===== src/rtl/event_delay_pkg.sv =====
// Shared constants and types for the event delay queue.
// Optional late-pop statistics: EVENT_DELAY_QUEUE_LATE_STATS_EN.
package event_delay_pkg;

    localparam int DEF_DATA_W = 8;
    localparam int DEF_DEPTH  = 8;
    localparam int DEF_DLY_W  = 8;

    function automatic int occ_w(input int depth);
        return $clog2(depth) + 1;
    endfunction

    typedef struct packed {
        logic                  valid;
        logic                  ripe;
        logic [DEF_DLY_W:0]    due;
        logic [DEF_DATA_W-1:0] data;
    } edq_entry_t;

endpackage


===== src/rtl/edq_ripe_tracker.sv =====
// Per-entry valid/ripe/due state with a parallel due==timer compare.
// Ripe bits are sticky so a timer wrap never un-ripes a stalled entry.
module edq_ripe_tracker
    import event_delay_pkg::*;
#(
    parameter int DEPTH = DEF_DEPTH,
    parameter int DLY_W = DEF_DLY_W,
    parameter int AW    = $clog2(DEPTH)
) (
    input  logic             clk_i,
    input  logic             rst_i,
    input  logic [DLY_W:0]   timer_i,
    input  logic             push_i,
    input  logic [AW-1:0]    push_idx_i,
    input  logic [DLY_W:0]   push_due_i,
    input  logic             pop_i,
    input  logic [AW-1:0]    pop_idx_i,
    output logic [DEPTH-1:0] valid_o,
    output logic [DEPTH-1:0] ripe_q_o,
    output logic [DEPTH-1:0] match_o
);

    logic [DEPTH-1:0] valid_q, valid_d;
    logic [DEPTH-1:0] ripe_q, ripe_d;
    logic [DLY_W:0]   due_q [DEPTH];

    always_comb begin
        for (int i = 0; i < DEPTH; i++) begin
            match_o[i] = valid_q[i] && (due_q[i] == timer_i);
        end
    end

    always_comb begin
        valid_d = valid_q;
        ripe_d  = ripe_q | match_o;
        if (pop_i) begin
            valid_d[pop_idx_i] = 1'b0;
            ripe_d[pop_idx_i]  = 1'b0;
        end
        // A push only lands in a free slot, so it never collides with the pop.
        if (push_i) begin
            valid_d[push_idx_i] = 1'b1;
            ripe_d[push_idx_i]  = 1'b0;
        end
    end

    always_ff @(posedge clk_i) begin
        if (rst_i) begin
            valid_q <= '0;
            ripe_q  <= '0;
            for (int i = 0; i < DEPTH; i++) begin
                due_q[i] <= '0;
            end
        end else begin
            valid_q <= valid_d;
            ripe_q  <= ripe_d;
            if (push_i) begin
                due_q[push_idx_i] <= push_due_i;
            end
        end
    end

    assign valid_o  = valid_q;
    assign ripe_q_o = ripe_q;

endmodule


===== src/rtl/event_delay_queue.sv =====
// Programmable multi-event delay line with in-order release and backpressure.
// Optional late-pop counter: EVENT_DELAY_QUEUE_LATE_STATS_EN.
module event_delay_queue
    import event_delay_pkg::*;
#(
    parameter int DATA_W = DEF_DATA_W,
    parameter int DEPTH  = DEF_DEPTH,
    parameter int DLY_W  = DEF_DLY_W
) (
    input  logic                      clk,
    input  logic                      rst_n,
    input  logic [DLY_W-1:0]          cfg_delay,
    input  logic                      in_valid,
    output logic                      in_ready,
    input  logic [DATA_W-1:0]         in_data,
    output logic                      out_valid,
    input  logic                      out_ready,
    output logic [DATA_W-1:0]         out_data,
`ifdef EVENT_DELAY_QUEUE_LATE_STATS_EN
    output logic [15:0]               late_count,
`endif
    output logic [occ_w(DEPTH)-1:0]   occupancy
);

    localparam int AW = $clog2(DEPTH);
    localparam int OW = occ_w(DEPTH);
    localparam int TW = DLY_W + 1;

    logic [TW-1:0]     timer_q;
    logic [AW-1:0]     rd_q, wr_q;
    logic [OW-1:0]     cnt_q;
    logic [DATA_W-1:0] mem_q [DEPTH];
    logic [DATA_W-1:0] last_q;

    logic [DEPTH-1:0]  ent_valid, ent_ripe_q, ent_match;
    logic              full, head_ripe, push, pop;
    logic [TW-1:0]     push_due;

    assign full      = (cnt_q == OW'(DEPTH));
    assign in_ready  = !full;
    // The head is presented in its due cycle via the live match, later via the sticky bit.
    assign head_ripe = ent_ripe_q[rd_q] | ent_match[rd_q];
    assign out_valid = ent_valid[rd_q] & head_ripe;
    assign out_data  = out_valid ? mem_q[rd_q] : last_q;
    assign occupancy = cnt_q;

    assign push     = in_valid && !full;
    assign pop      = out_valid && out_ready;
    assign push_due = timer_q + TW'(cfg_delay) + TW'(1);

    edq_ripe_tracker #(
        .DEPTH (DEPTH),
        .DLY_W (DLY_W),
        .AW    (AW)
    ) u_tracker (
        .clk_i      (clk),
        .rst_i      (rst_n),
        .timer_i    (timer_q),
        .push_i     (push),
        .push_idx_i (wr_q),
        .push_due_i (push_due),
        .pop_i      (pop),
        .pop_idx_i  (rd_q),
        .valid_o    (ent_valid),
        .ripe_q_o   (ent_ripe_q),
        .match_o    (ent_match)
    );

    always_ff @(posedge clk) begin
        if (rst_n) begin
            timer_q <= '0;
            rd_q    <= '0;
            wr_q    <= '0;
            cnt_q   <= '0;
            last_q  <= '0;
        end else begin
            timer_q <= timer_q + TW'(1);
            if (push) begin
                wr_q <= wr_q + AW'(1);
            end
            if (pop) begin
                rd_q <= rd_q + AW'(1);
            end
            if (push && !pop) begin
                cnt_q <= cnt_q + OW'(1);
            end else if (pop && !push) begin
                cnt_q <= cnt_q - OW'(1);
            end
            if (out_valid) begin
                last_q <= mem_q[rd_q];
            end
        end
    end

    always_ff @(posedge clk) begin
        if (push) begin
            mem_q[wr_q] <= in_data;
        end
    end

`ifdef EVENT_DELAY_QUEUE_LATE_STATS_EN
    logic [15:0] late_q;

    // A set sticky bit at pop time means the due cycle is already behind us.
    always_ff @(posedge clk) begin
        if (rst_n) begin
            late_q <= '0;
        end else if (pop && ent_ripe_q[rd_q] && (late_q != 16'hFFFF)) begin
            late_q <= late_q + 16'd1;
        end
    end

    assign late_count = late_q;
`endif

endmodule

===== config.mk =====
export PLATFORM = sky130hd
export DESIGN_NAME = event_delay_queue
export DESIGN_NICKNAME = d
export VERILOG_FILES = /design/src/rtl/event_delay_pkg.sv /design/src/rtl/edq_ripe_tracker.sv /design/src/rtl/event_delay_queue.sv
export SDC_FILE = /design/constraint.sdc
export NUM_CORES = 1
export LEC_CHECK = 0
export ABC_CLOCK_PERIOD_IN_PS = 9200
export BUFFER_PORTS_ARGS = -buffer_cell sky130_fd_sc_hd__buf_2
export CAP_MARGIN = 20
export CORE_AREA = 2 2 128 130
export DETAILED_ROUTE_END_ITERATION = 10
export DIE_AREA = 0 0 130 132
export PLACE_DENSITY = 0.67
export REMOVE_ABC_BUFFERS = 1
export SYNTH_ARGS = -nofsm -noshare
export SYNTH_HDL_FRONTEND = slang
export SYNTH_SLANG_ARGS = --single-unit

===== constraint.sdc =====
create_clock -name clk -period 9.2 [get_ports clk]
set_input_delay 0.46 -clock clk [delete_from_list [all_inputs] [get_ports clk]]
set_output_delay 0.46 -clock clk [all_outputs]
set_load 0.03 [all_outputs]

# Word level (Yosys, flattened, before mapping)
# Memory sizes are Yosys's and may differ from the RTL's. A register that Yosys moved wholly into a read port is not among the register bits.
# Index checks and enable logic that the tools add are counted.
# classes
n_eq_ne	9
order_cmp	4
n_addsub	7
n_reduce_logical	19
n_mux	28
n_bitwise	9
# ops
cell	count
9-bit equality test	8
8-bit 2-to-1 mux	5
8-bit bitwise AND	3
9-bit by 1-bit adder with 9-bit output, second input constant	2
8-bit inverter	2
8-bit bitwise OR	2
1-bit logical AND	14
1-bit 2-to-1 mux	12
9-bit by 8-bit adder with 9-bit output	1
1-bit binary-select mux with 3-bit select	3
3-bit 2-to-1 mux	3
9-bit 2-to-1 mux	1
9-bit OR reduction	1
3-bit by 4-bit less-than comparator with 1-bit output, second input constant	2
4-bit 2-to-1 mux	2
3-bit by 1-bit adder with 3-bit output, second input constant	2
1-bit demux with 3-bit select	2
3-bit by 1-bit greater-or-equal comparator with 1-bit output, second input constant	2
4-bit by 1-bit adder with 4-bit output, second input constant	1
4-bit equality test, second input constant	1
4-bit by 1-bit subtractor with 4-bit output, second input constant	1
1-bit logical NOT	3
2-bit nonzero test	1
1-bit bitwise AND	1
1-bit bitwise OR	1
# totals
regBits	43
input_bits	20
ramBits	136
wordCells	85
n_memories	2
# memory_table
name	depth	width	read_ports	rd_clocked_by_memory_dff	wr	line_no	text
u_tracker.due_q	8	9	8	0	8	edq_ripe_tracker.sv:25	logic [DLY_W:0] due_q [DEPTH];
mem_q	8	8	1	1	1	event_delay_queue.sv:32	logic [DATA_W-1:0] mem_q [DEPTH];

# Logic depth before layout (Yosys ltp)
# Gate-level depths: netlist (run 1).
# depth
ltp_word	10
ltp_mapped	19
mapped_depth_nobuf	15

# Hierarchy
# Synthesis (run 1) repeated with hierarchy kept, for this count alone.
# unflattened
hier_cells	622
hier_area_um2	8544.4
# modules_own_cells
module	cells_each	instances	area_each_um2
edq_ripe_tracker	342	1	4354.2
event_delay_queue	280	1	4190.3

# Least setup slack after synthesis (run 1)
# OpenSTA, ideal clock, no wires.
# synth_timing
kind	flip-flop to flip-flop
from	register timer_q[1]
to	register cnt_q[3] (netlist: occupancy[3])
setup_time_ps	71
period_less_slack_ps	3432
arrival_ps	3362
t_required_ps	9129
setup_slack_ps	5768
stages_incl_launch_ff	19
path_cell_list	dfxtp_1 -> buf_4 -> xnor2_1 -> nand4_1 -> nor4_1 -> o21ai_1 -> and2_1 -> buf_6 -> a21oi_4 -> buf_6 -> inv_2 -> ha_1 -> inv_1 -> ha_1 -> a21o_1 -> a21oi_1 -> xnor2_1 -> or3_1 -> a21oi_1
# synth_between
elab_chain_cells	10
word_cells_on_any_way	26
# synth_lines
item	line_no	text
start, declared	event_delay_queue.sv:29	logic [TW-1:0] timer_q;
start signal, assigned	event_delay_queue.sv:77	timer_q <= timer_q + TW'(1);
9-bit equality test	edq_ripe_tracker.sv:29	match_o[i] = valid_q[i] && (due_q[i] == timer_i);
1-bit logical AND	edq_ripe_tracker.sv:29	
1-bit binary-select mux with 3-bit select *	event_delay_queue.sv:42	assign head_ripe = ent_ripe_q[rd_q] | ent_match[rd_q];
1-bit 2-to-1 mux (not written as such) *	event_delay_queue.sv:42	
1-bit bitwise OR *	event_delay_queue.sv:42	
1-bit bitwise AND *	event_delay_queue.sv:43	assign out_valid = ent_valid[rd_q] & head_ripe;
1-bit logical AND *	event_delay_queue.sv:48	assign pop = out_valid && out_ready;
1-bit logical NOT	event_delay_queue.sv:84	if (push && !pop) begin
1-bit logical AND	event_delay_queue.sv:84	
4-bit 2-to-1 mux / 2-bit nonzero test (equally long branches)	n/a	
end signal, assigned	event_delay_queue.sv:85	cnt_q <= cnt_q + OW'(1);
end signal, assigned	event_delay_queue.sv:87	cnt_q <= cnt_q - OW'(1);
end, declared	event_delay_queue.sv:31	logic [OW-1:0] cnt_q;
# Mark *: on every way between the ends. The rest lies on a longest branch, timed or not. The select of a mux whose other input is x is not followed.
# A chain may end at the register's enable or synchronous reset.

# Final worst setup path (run 1)
# layout_timing
from	register timer_q[2]
to	register cnt_q[3] (netlist: occupancy[3])
# The elaborated chain is that of the path after synthesis.

==> impl_metrics.toml, run 1 <==
[cts]
cts-hold-fix-buffers = 0
clock-sinks = 182
cts_root_buf = "sky130_fd_sc_hd__clkbuf_16"
cts-resized-gates = 0
tritoncts_clock_tree = "yes"
cts_buffers = 17
clkSlewWorstSetupHoldPaths_ns = 0.07
deepest_level_of_the_cts_h_tree = 4
clk_lat_worst_skew_ns = 0.44
cts_setup_buffers = 0
cts_buffer_depth = 2

[timing]
totalNegativeSetupSlack_ns = 0
setup-violations-final = 0
clock_skew_ns = 0.0163
hold_violations = 0
timing.fmax_ghz = 0.222
grt_setup_unrepaired = "false"
period_minus_slack_ns = 4.51
report.final.slew_viol_count = 0
timing.slew.headroom_pct = 22.8
final.period_utilization_pct = 49.0
tightest_slew_ns = 1.15

[floorplanning]
io_pins = 34
placement_row_count = 46
die_width_um = 130
floorplan.initialDensity_pct = 54.4
design.die.area_um2 = 17200
placeableCoreArea_um2 = 15700
floorplan.die.height_um = 132

[pwr]
cellPowerDensity_nw_per_um2 = 199
netSwitchingFraction_pct = 26.5
power.share.combinational_pct = 10.7
p_sw_uw = 498
leakage_nw = 3.24
worst_ir_drop_vdd_mv = 0.140
power_report.internal_total_mw = 1.38
power.share.clock_pct = 38.5
seqPwrFrac_pct = 50.8
p_total_mw = 1.88

[synthesis]
post_synth_num_cell_types = 55
mappedNetlistArea_um2 = 8550
synth_flop_cell = "sky130_fd_sc_hd__edfxtp_1"
synth.yosys.seq_area_share_pct = 58.6
post_synth_fa_ha_maj_area_fraction_pct = 2.52
ys.warnings.count = 0
synth_compound_gate_area_share_pct = 7.96
synthMuxAreaShare_pct = 6.37
syn_area_per_cell_um2 = 12.5
synth_xor_xnor_area_share_pct = 8.81
combinational_family_with_the_most_area_after_synthesis = "simple AND/OR/NAND/NOR gates"
edff_count_synth = 136
post_synth_and_or_nand_nor_area_fraction_pct = 12.8
syn-instance-count = 686
asyncSetResetFlopFracSynth_pct = 0
ys_ff_latch = 182

[setup_path]
critical_path_data_arrival_time_ns = 4.86
critical_path.max_stage_delay_ns = 0.87
crit_path_start_kind = "flip-flop"
timing.rr.start = "timer_q[2]"
ff2ff_setup_slack_ns = 4.69
reg2regPathDepth = 15
timing.critical_path.required_ns = 9.56
timing.rr.end = "occupancy[3]"
critical_path.endpoint_type = "flip-flop"
timing.critical_path.fanout_max = 16
worst-setup-path-type = "flip-flop to flip-flop"
crit_path_top_delay_cell = "sky130_fd_sc_hd__dfxtp_1"
cp_cell_sequence = "xnor2_1 > nand4_1 > nor4_1 > a221oi_4 > nor3b_4 > a21oi_4 > inv_2 > ha_1 > inv_1 > ha_1 > a21o_1 > a21oi_1 > xnor2_1 > or3_1 > a21oi_1"

[place]
dpl.hpwl_um = 12900
port_buffers = 33
placed_cells = 906
place_congestion = 0.830

[min_path]
hold_start = "in_data[7]"
worst_hold_path_type = "primary input to flip-flop"
min_to = "mem_q[1][7]"
hold_depth = 1

[drt]
drt_pre_antenna_iters = 5
dr.first_iter.drc_count = 616
wirelength_um = 19200
drtAntennaViolNets = 0
vias_after_detailed_routing = 5457
drt-wirelength-per-cell_um = 20.4
drt_drc_violations_left = 0
route.detailed.vias_per_inst = 5.81

[global_routing]
overflow = 0
grt_max_degree = 34
grt_first_pass_wirelength_um = 30200
number_of_antenna_violations_at_the_first_check_in_global_routing = 0
first_global_vias = 5271
grt_util_all_layers_pct = 23.8

[finish]
antenna_cells_inserted = 0
fin_nets = 747
areaGrowthSynthToFinish_pct = 10.6
utilization_pct = 60.2
drive_above_1_share_pct = 15.1
stdcell_count = 940

[outcome]
status = "finished clean"

[job]
max_cap_viol_count = 0
[cells in the mapped netlist, drive strengths merged, types with 4 or more instances]
| cell type | number | area (um2) |
|---|---|---|
| edfxtp | 136 | 4080 |
| nor2 | 95 | 357 |
| xnor2 | 76 | 666 |
| dfxtp | 46 | 921 |
| nand2 | 30 | 113 |
| o21ai | 28 | 140 |
| nor3 | 26 | 130 |
| a21oi | 23 | 130 |
| buf | 23 | 159 |
| nand4 | 23 | 144 |
| mux4 | 16 | 360 |
| a211oi | 15 | 118 |
| mux2i | 15 | 150 |
| ha | 14 | 175 |
| clkbuf | 13 | 48.8 |
| inv | 13 | 48.8 |
| nand3 | 10 | 50.1 |
| nor2b | 10 | 62.6 |
| xor2 | 10 | 87.6 |
| a31oi | 7 | 86.3 |
| nor4 | 7 | 73.8 |
| a22oi | 6 | 55.1 |
| nand2b | 6 | 37.5 |
| or3 | 5 | 31.3 |
| and3 | 4 | 25.0 |
[power by group through the flow]
stage,registers [mW],logic (mW),clock network [mW]
2_1_floorplan,0.975,0.125,0
5_1_grt,0.961,0.222,0.767
6_report,0.956,0.202,0.725
4_1_cts,0.956,0.200,0.732
3_5_place_dp,0.974,0.198,0
3_3_place_gp,0.972,0.193,0
[cells in the final DEF (no fill, tap or decap), types with 3 or more instances in the layout]
cell type	count
sky130_fd_sc_hd__clkbuf_16	17
sky130_fd_sc_hd__ha_1	14
sky130_fd_sc_hd__and3_1	4
sky130_fd_sc_hd__o21bai_1	3
sky130_fd_sc_hd__nor3_1	24
sky130_fd_sc_hd__mux2_1	3
sky130_fd_sc_hd__edfxtp_1	136
sky130_fd_sc_hd__inv_6	5
sky130_fd_sc_hd__nand4_1	23
sky130_fd_sc_hd__nand2_1	30
sky130_fd_sc_hd__o21ai_0	22
sky130_fd_sc_hd__a211oi_1	14
sky130_fd_sc_hd__or3_1	5
sky130_fd_sc_hd__dfxtp_1	46
sky130_fd_sc_hd__nor2_1	95
sky130_fd_sc_hd__o21ai_1	6
sky130_fd_sc_hd__buf_4	7
sky130_fd_sc_hd__xor2_1	10
sky130_fd_sc_hd__inv_1	12
sky130_fd_sc_hd__nor4_1	5
sky130_fd_sc_hd__xnor2_1	76
sky130_fd_sc_hd__inv_8	3
sky130_fd_sc_hd__nand3_1	10
sky130_fd_sc_hd__a21oi_1	21
sky130_fd_sc_hd__mux4_2	16
sky130_fd_sc_hd__mux2i_1	15
sky130_fd_sc_hd__buf_2	33
sky130_fd_sc_hd__a31oi_1	3
sky130_fd_sc_hd__a21o_1	3
sky130_fd_sc_hd__nand2b_1	6
sky130_fd_sc_hd__a22oi_1	4
sky130_fd_sc_hd__nor2b_1	10
[worst max-delay path: cells and delay by family (launching register included)]
family                     cells  cell delay, ns
and+or+nand+nor                4            1.35
AOI/OAI and AO/OA              5            1.23
DFF                            1            0.87
adders and majority gates      2            0.48
xor gates and xnor gates       2            0.29
buffers and inverters          2            0.18
[metal layers]
metal / share of wire, % / vias to the layer above / global-route usage (%)
met1: 45 / 2689 / 35.7
met3: 7.4 / 20 / 5.28
met2: 46 / 197 / 35.1
li1: - / 2551 / -
met4: 1.2 / 0 / 6.33
met5: 0 / - / 0
[how the worst max path moves through the flow]
stage | start | slack, ns | cells after the start | endpoint
after floorplan | rd_q[0] | 5.60 | 15 | occupancy[3]
after global placement | rd_q[0] | 4.85 | 14 | occupancy[3]
after CTS | rd_q[0] | 4.77 | 14 | occupancy[3]
after detailed placement | timer_q[2] | 4.82 | 15 | occupancy[3]
after global routing | rd_q[0] | 4.44 | 14 | occupancy[3]
final | timer_q[2] | 4.69 | 15 | occupancy[3]
[sequential cells by signal, indices dropped and copies added (netlist names), named ones only]
signal	cells
u_tracker.valid_o	8
last_q	8
rd_q	3
mem_q	64
u_tracker.due_q	72
u_tracker.ripe_q_o	8
occupancy	4
timer_q	9
wr_q	3
[cells by family (layout without fill, tap and decap cells)]
logic type | Yosys count | in the layout
muxes | 34 | 34
buffers and inverters | 49 | 87
AOI/OAI and AO/OA | 95 | 95
xor gates and xnor gates | 86 | 86
and+or+nand+nor | 224 | 224
DFF | 182 | 182
adders and majority gates | 16 | 16
[through the flow]
stage                     cell area, um2  setup slack, ns  hold WS (ns)
after floorplan                     8340             5.60         0.434
after global placement              8830             4.85         0.458
after detailed placement            8860             4.82         0.471
after CTS                           9440             4.77         0.279
after global routing                9460             4.44         0.285
final                               9460             4.69         0.296
[area by class of cell]
class,instances,area [um2]
Clock buffer,17,425
Clock inverter,15,161
Fill cell,1233,6260
Inverter,13,48.8
Multi-Input combinational cell,455,3290
Sequential cell,182,5000
Tap cell,216,270
Timing Repair Buffer,42,250
No activity file was read; power rests on OpenSTA's default activity.
==> inputs of run 2 (changes only) <==
--- a/config.mk
+++ b/config.mk
@@ -5,7 +5,7 @@
 export SDC_FILE = /design/constraint.sdc
 export NUM_CORES = 1
 export LEC_CHECK = 0
-export ABC_CLOCK_PERIOD_IN_PS = 9200
+export ABC_CLOCK_PERIOD_IN_PS = 4600
 export BUFFER_PORTS_ARGS = -buffer_cell sky130_fd_sc_hd__buf_2
 export CAP_MARGIN = 20
 export CORE_AREA = 2 2 128 130
==> constraint.sdc (replaced) <==
create_clock -name clk -period 4.6 [get_ports clk]
set_input_delay 0.23 -clock clk [delete_from_list [all_inputs] [get_ports clk]]
set_output_delay 0.23 -clock clk [all_outputs]
set_load 0.03 [all_outputs]
==> impl_metrics.toml, run 2 (same netlist as run 1, synthesis figures left out) <==
[global_routing]
grt_max_degree = 34
first_global_vias = 5495
overflow = 0
grt_util_all_layers_pct = 23.5
number_of_antenna_violations_at_the_first_check_in_global_routing = 0
grt_first_pass_wirelength_um = 30300

[setup_path]
critical_path.most_common_cell = "sky130_fd_sc_hd__a21oi_1"
critical_path.endpoint_type = "flip-flop"
reg2regPathDepth = 15
timing.rr.start = "rd_q[0]"
timing.critical_path.fanout_max = 26
ff2ff_setup_slack_ns = 0.53
critical_path_data_arrival_time_ns = 4.43
critical_path_buf_inv_count = 2
crit_path_top_delay_cell = "sky130_fd_sc_hd__dfxtp_1"
worst-setup-path-type = "flip-flop to flip-flop"
cp_cell_sequence = "nor2b_1 > a211oi_1 > a21oi_1 > a221oi_4 > nor3b_4 > a21oi_4 > inv_2 > ha_1 > inv_1 > ha_1 > a21o_1 > a21oi_1 > xnor2_1 > or3_1 > a21oi_1"
timing.rr.end = "occupancy[3]"
critical_path.max_stage_delay_ns = 0.96
crit_path_start_kind = "flip-flop"
timing.critical_path.required_ns = 4.96
crit_family = "compound AO/OA/AOI/OAI gates"

[place]
placement.setup.worst_slack_ns = 0.544
dpl.hpwl_um = 13100
place_congestion = 0.850
port_buffers = 33
detailed_place.area_um2 = 8910

[timing]
clock_skew_ns = 0.00829
final.period_utilization_pct = 88.4
setup_slack_ns = 0.531
timing.slew.headroom_pct = 32.5
totalNegativeSetupSlack_ns = 0
timing.fmax_ghz = 0.246
hold_violations = 0
report.final.slew_viol_count = 0
period_minus_slack_ns = 4.07
tightest_slew_ns = 1.00
setup-violations-final = 0
grt_setup_unrepaired = "false"

[pwr]
worst_ir_drop_vdd_mv = 0.299
power.share.combinational_pct = 11.0
p_sw_uw = 965
power.share.clock_pct = 37.8
leakage_nw = 3.28
seqPwrFrac_pct = 51.3
p_total_mw = 3.72
cellPowerDensity_nw_per_um2 = 392
power_report.internal_total_mw = 2.76
netSwitchingFraction_pct = 25.9

[cts]
clkSlewWorstSetupHoldPaths_ns = 0.07
cts-hold-fix-buffers = 0
deepest_level_of_the_cts_h_tree = 4
cts_buffers = 17
cts-resized-gates = 0
tritoncts_clock_tree = "yes"
clock-sinks = 182
clk_lat_worst_skew_ns = 0.43
cts_root_buf = "sky130_fd_sc_hd__clkbuf_16"
cts_buffer_depth = 2
cts_setup_buffers = 0

[finish]
utilization_pct = 60.5
largest-register = "u_tracker.due_q"
largest_register_ff_count = 72
post-route-cell-area_um2 = 9510
reg.largest.list = "u_tracker.due_q (72), mem_q (64), timer_q (9)"
mostFrequentLayoutCell = "sky130_fd_sc_hd__edfxtp_1"
mostFrequentLayoutCells = "136 x sky130_fd_sc_hd__edfxtp_1, 95 x sky130_fd_sc_hd__nor2_1, 76 x sky130_fd_sc_hd__xnor2_1"
areaGrowthSynthToFinish_pct = 11.3
drive_above_1_share_pct = 15.9
fin_nets = 758
nFillCells = 1241
antenna_cells_inserted = 0

[min_path]
hold_start = "in_data[4]"
min_to = "mem_q[2][4]"
hold_depth = 1
worst_hold_path_type = "primary input to flip-flop"

[drt]
drt_pre_antenna_iters = 5
drt-wirelength-per-cell_um = 20.0
vias_after_detailed_routing = 5485
drtAntennaViolNets = 0
dr.first_iter.drc_count = 561
drt_drc_violations_left = 0
route.detailed.vias_per_inst = 5.77
wirelength_um = 19000

[floorplanning]
floorplan.initialDensity_pct = 54.4
die_width_um = 130
placement_row_count = 46
design.die.area_um2 = 17200
floorplan.die.height_um = 132
placeableCoreArea_um2 = 15700
io_pins = 34

[outcome]
status = "finished clean"

[job]
max_cap_viol_count = 0
-- run 2: power groups by stage --
stage	Clock, mW	Sequential, mW	Combinational [mW]
after floorplan	0	1.95	0.251
after global placement	0	1.94	0.392
after detailed placement	0	1.95	0.407
after CTS	1.42	1.91	0.408
after global routing	1.49	1.92	0.448
final	1.41	1.91	0.409
-- run 2: worst max-delay path by stage --
stage	to	cells after the start	startpoint	slack, ns
2_1_floorplan	occupancy[3]	15	rd_q[0]	1.00
3_3_place_gp	occupancy[3]	15	rd_q[0]	0.67
3_5_place_dp	occupancy[3]	15	rd_q[0]	0.54
4_1_cts	occupancy[3]	15	rd_q[0]	0.57
5_1_grt	occupancy[3]	15	rd_q[0]	0.25
6_report	occupancy[3]	15	rd_q[0]	0.53
-- run 2: routing by layer --
metal | share of wire, % | GRT usage [%]
met4 | 1.7 | 6.75
met5 | 0 | 0
met3 | 5.8 | 5.64
met2 | 46 | 35.9
met1 | 46 | 33.8
-- run 2: cell type report --
class	count	area (um2)	share of cell area, %
Clock inverter	15	141	1.49
Tap cell	216	270	2.84
Inverter	13	48.8	0.513
Multi-Input combinational cell	455	3280	34.5
Clock buffer	17	425	4.47
Timing Repair Buffer	53	333	3.50
Sequential cell	182	5000	52.6
-- run 2: stage by stage --
step	hold WS, ns	cells
6_report	0.0660	951
5_1_grt	0.0614	951
4_1_cts	0.0484	949
3_5_place_dp	0.464	917
3_3_place_gp	0.466	916
2_1_floorplan	0.295	650
==> inputs of run 3 (changes only) <==
--- a/config.mk
+++ b/config.mk
@@ -8,9 +8,9 @@
 export ABC_CLOCK_PERIOD_IN_PS = 4600
 export BUFFER_PORTS_ARGS = -buffer_cell sky130_fd_sc_hd__buf_2
 export CAP_MARGIN = 20
-export CORE_AREA = 2 2 128 130
+export CORE_AREA = 2 2 135 124
 export DETAILED_ROUTE_END_ITERATION = 10
-export DIE_AREA = 0 0 130 132
+export DIE_AREA = 0 0 137 126
 export PLACE_DENSITY = 0.67
 export REMOVE_ABC_BUFFERS = 1
 export SYNTH_ARGS = -nofsm -noshare
==> impl_metrics.toml, run 3 (same netlist as run 1, synthesis figures left out) <==
[timing]
timing.slew.headroom_pct = 20.8
tightest_slew_ns = 1.18
setup_slack_ns = 0.396
totalNegativeSetupSlack_ns = 0
timing.fmax_ghz = 0.238
grt_setup_unrepaired = "false"
report.final.slew_viol_count = 0
setup-violations-final = 0
final.period_utilization_pct = 91.4
clock_skew_ns = 0.0104
hold_violations = 0
period_minus_slack_ns = 4.20

[finish]
areaGrowthSynthToFinish_pct = 10.9
antenna_cells_inserted = 0
largest_register_ff_count = 72
mostFrequentLayoutCell = "sky130_fd_sc_hd__edfxtp_1"
regArea_um2 = 5010
nFillCells = 1283
stdcell_count = 940
fin_nets = 757
mostFrequentLayoutCells = "136 x sky130_fd_sc_hd__edfxtp_1, 95 x sky130_fd_sc_hd__nor2_1, 76 x sky130_fd_sc_hd__xnor2_1"
largest-register = "u_tracker.due_q"
drive_above_1_share_pct = 15.8
post-route-cell-area_um2 = 9470
reg.largest.list = "u_tracker.due_q (72), mem_q (64), timer_q (9)"
multiInputGateArea_um2 = 3280

[pwr]
worst_ir_drop_vdd_mv = 0.295
power.share.clock_pct = 37.6
p_total_mw = 3.72
cellPowerDensity_nw_per_um2 = 393
leakage_nw = 3.28
netSwitchingFraction_pct = 26.1
seqPwrFrac_pct = 51.3
power.share.combinational_pct = 11.1
p_sw_uw = 972
power_report.internal_total_mw = 2.75

[drt]
drtAntennaViolNets = 0
drt-wirelength-per-cell_um = 21.5
wirelength_um = 20200
vias_after_detailed_routing = 5633
drt_drc_violations_left = 0
dr.first_iter.drc_count = 547
drt_pre_antenna_iters = 5
route.detailed.vias_per_inst = 5.99

[place]
port_buffers = 33
detailed_place.area_um2 = 8910
placed_cells = 907
placement.setup.worst_slack_ns = 0.301
place_congestion = 0.882
dpl.hpwl_um = 13800

[floorplanning]
placeableCoreArea_um2 = 15900
floorplan.die.height_um = 126
floorplan.initialDensity_pct = 53.9
placement_row_count = 44
design.die.area_um2 = 17300
io_pins = 34
die_width_um = 137

[cts]
clk_lat_worst_skew_ns = 0.44
cts_buffers = 17
tritoncts_clock_tree = "yes"
cts-resized-gates = 0
cts_buffer_depth = 2
cts_root_buf = "sky130_fd_sc_hd__clkbuf_16"
clock-sinks = 182
cts_setup_buffers = 0
deepest_level_of_the_cts_h_tree = 4
clkSlewWorstSetupHoldPaths_ns = 0.07
cts-hold-fix-buffers = 0

[setup_path]
crit_start = "rd_q[2]"
reg2regPathDepth = 15
timing.rr.start = "rd_q[2]"
critical_path.endpoint_type = "flip-flop"
worst-setup-path-type = "flip-flop to flip-flop"
crit_path_start_kind = "flip-flop"
timing.critical_path.required_ns = 4.96
critical_path_data_arrival_time_ns = 4.56
timing.rr.end = "occupancy[3]"
worst_setup_ep = "occupancy[3]"
ff2ff_setup_slack_ns = 0.40
timing.critical_path.fanout_max = 15

[global_routing]
first_global_vias = 5377
overflow = 0
grt_first_pass_wirelength_um = 31200
grt_util_all_layers_pct = 24.7
grt_max_degree = 34
number_of_antenna_violations_at_the_first_check_in_global_routing = 0

[min_path]
hold_depth = 1
worst_hold_path_type = "primary input to flip-flop"

[job]
max_cap_viol_count = 0

[outcome]
status = "finished clean"
-- run 3: cell count changes in the layout (fill, tap and decap cells not counted), sizes merged --
cell	before	now
inv	19	18
clkinvlp	3	0
clkinv	5	7
-- run 3: power groups by stage --
stage	Clock [mW]	Combinational [mW]	Sequential, mW
after detailed placement	0	0.405	1.95
after global routing	1.48	0.450	1.92
final	1.40	0.413	1.91
after CTS	1.41	0.409	1.91
after global placement	0	0.393	1.94
after floorplan	0	0.251	1.95
-- run 3: final cells by class --
| type | instances | area share (%) |
|---|---|---|
| Sequential cell | 182 | 52.8 |
| Clock buffer | 18 | 4.53 |
| Inverter | 13 | 0.515 |
| Multi-Input combinational cell | 455 | 34.7 |
| Tap cell | 207 | 2.73 |
| Clock inverter | 13 | 1.28 |
| Timing Repair Buffer | 52 | 3.43 |
-- run 3: how the worst min path moves through the flow --
stage                               start  slack, ns                    end
finish                         in_data[2]       0.06            mem_q[4][2]
global route                   in_data[6]       0.05            mem_q[4][6]
floorplan                           rst_n       0.29              last_q[6]
CTS                            in_data[2]       0.05            mem_q[6][2]
detailed placement  u_tracker.ripe_q_o[7]       0.46  u_tracker.ripe_q_o[7]
global placement     u_tracker.valid_o[7]       0.46   u_tracker.valid_o[7]
-- run 3: stage by stage --
step	utilization, %	hold slack [ns]
after floorplan	-	0.295
after global placement	56.0	0.458
after detailed placement	56.2	0.456
after CTS	59.7	0.0463
after global routing	59.8	0.0542
final	59.8	0.0593
-- run 3: critical path, stage by stage, from the launching register on --
cell	delay, ns
sky130_fd_sc_hd__dfxtp_1	0.66
sky130_fd_sc_hd__nand2_1	0.19
sky130_fd_sc_hd__a211oi_1	0.45
sky130_fd_sc_hd__a21oi_1	0.16
sky130_fd_sc_hd__a221oi_4	0.49
sky130_fd_sc_hd__nor3b_4	0.45
sky130_fd_sc_hd__a21oi_4	0.13
sky130_fd_sc_hd__inv_2	0.07
sky130_fd_sc_hd__ha_1	0.18
sky130_fd_sc_hd__inv_1	0.09
sky130_fd_sc_hd__ha_1	0.28
sky130_fd_sc_hd__a21o_1	0.19
sky130_fd_sc_hd__a21oi_1	0.22
sky130_fd_sc_hd__xnor2_1	0.10
sky130_fd_sc_hd__or3_1	0.31
sky130_fd_sc_hd__a21oi_1	0.15
-- run 3: per-layer routing --
metal | vias to the layer above | part of all wire [%] | track usage (%) | wire length (um)
met4 | 0 | 1.1 | 6.31 | 231
met1 | 2780 | 46 | 38.1 | 9290
met5 | - | 0 | 0 | 0
li1 | 2579 | - | - | -
met3 | 24 | 8.2 | 6.08 | 1650
met2 | 250 | 45 | 35.3 | 9050
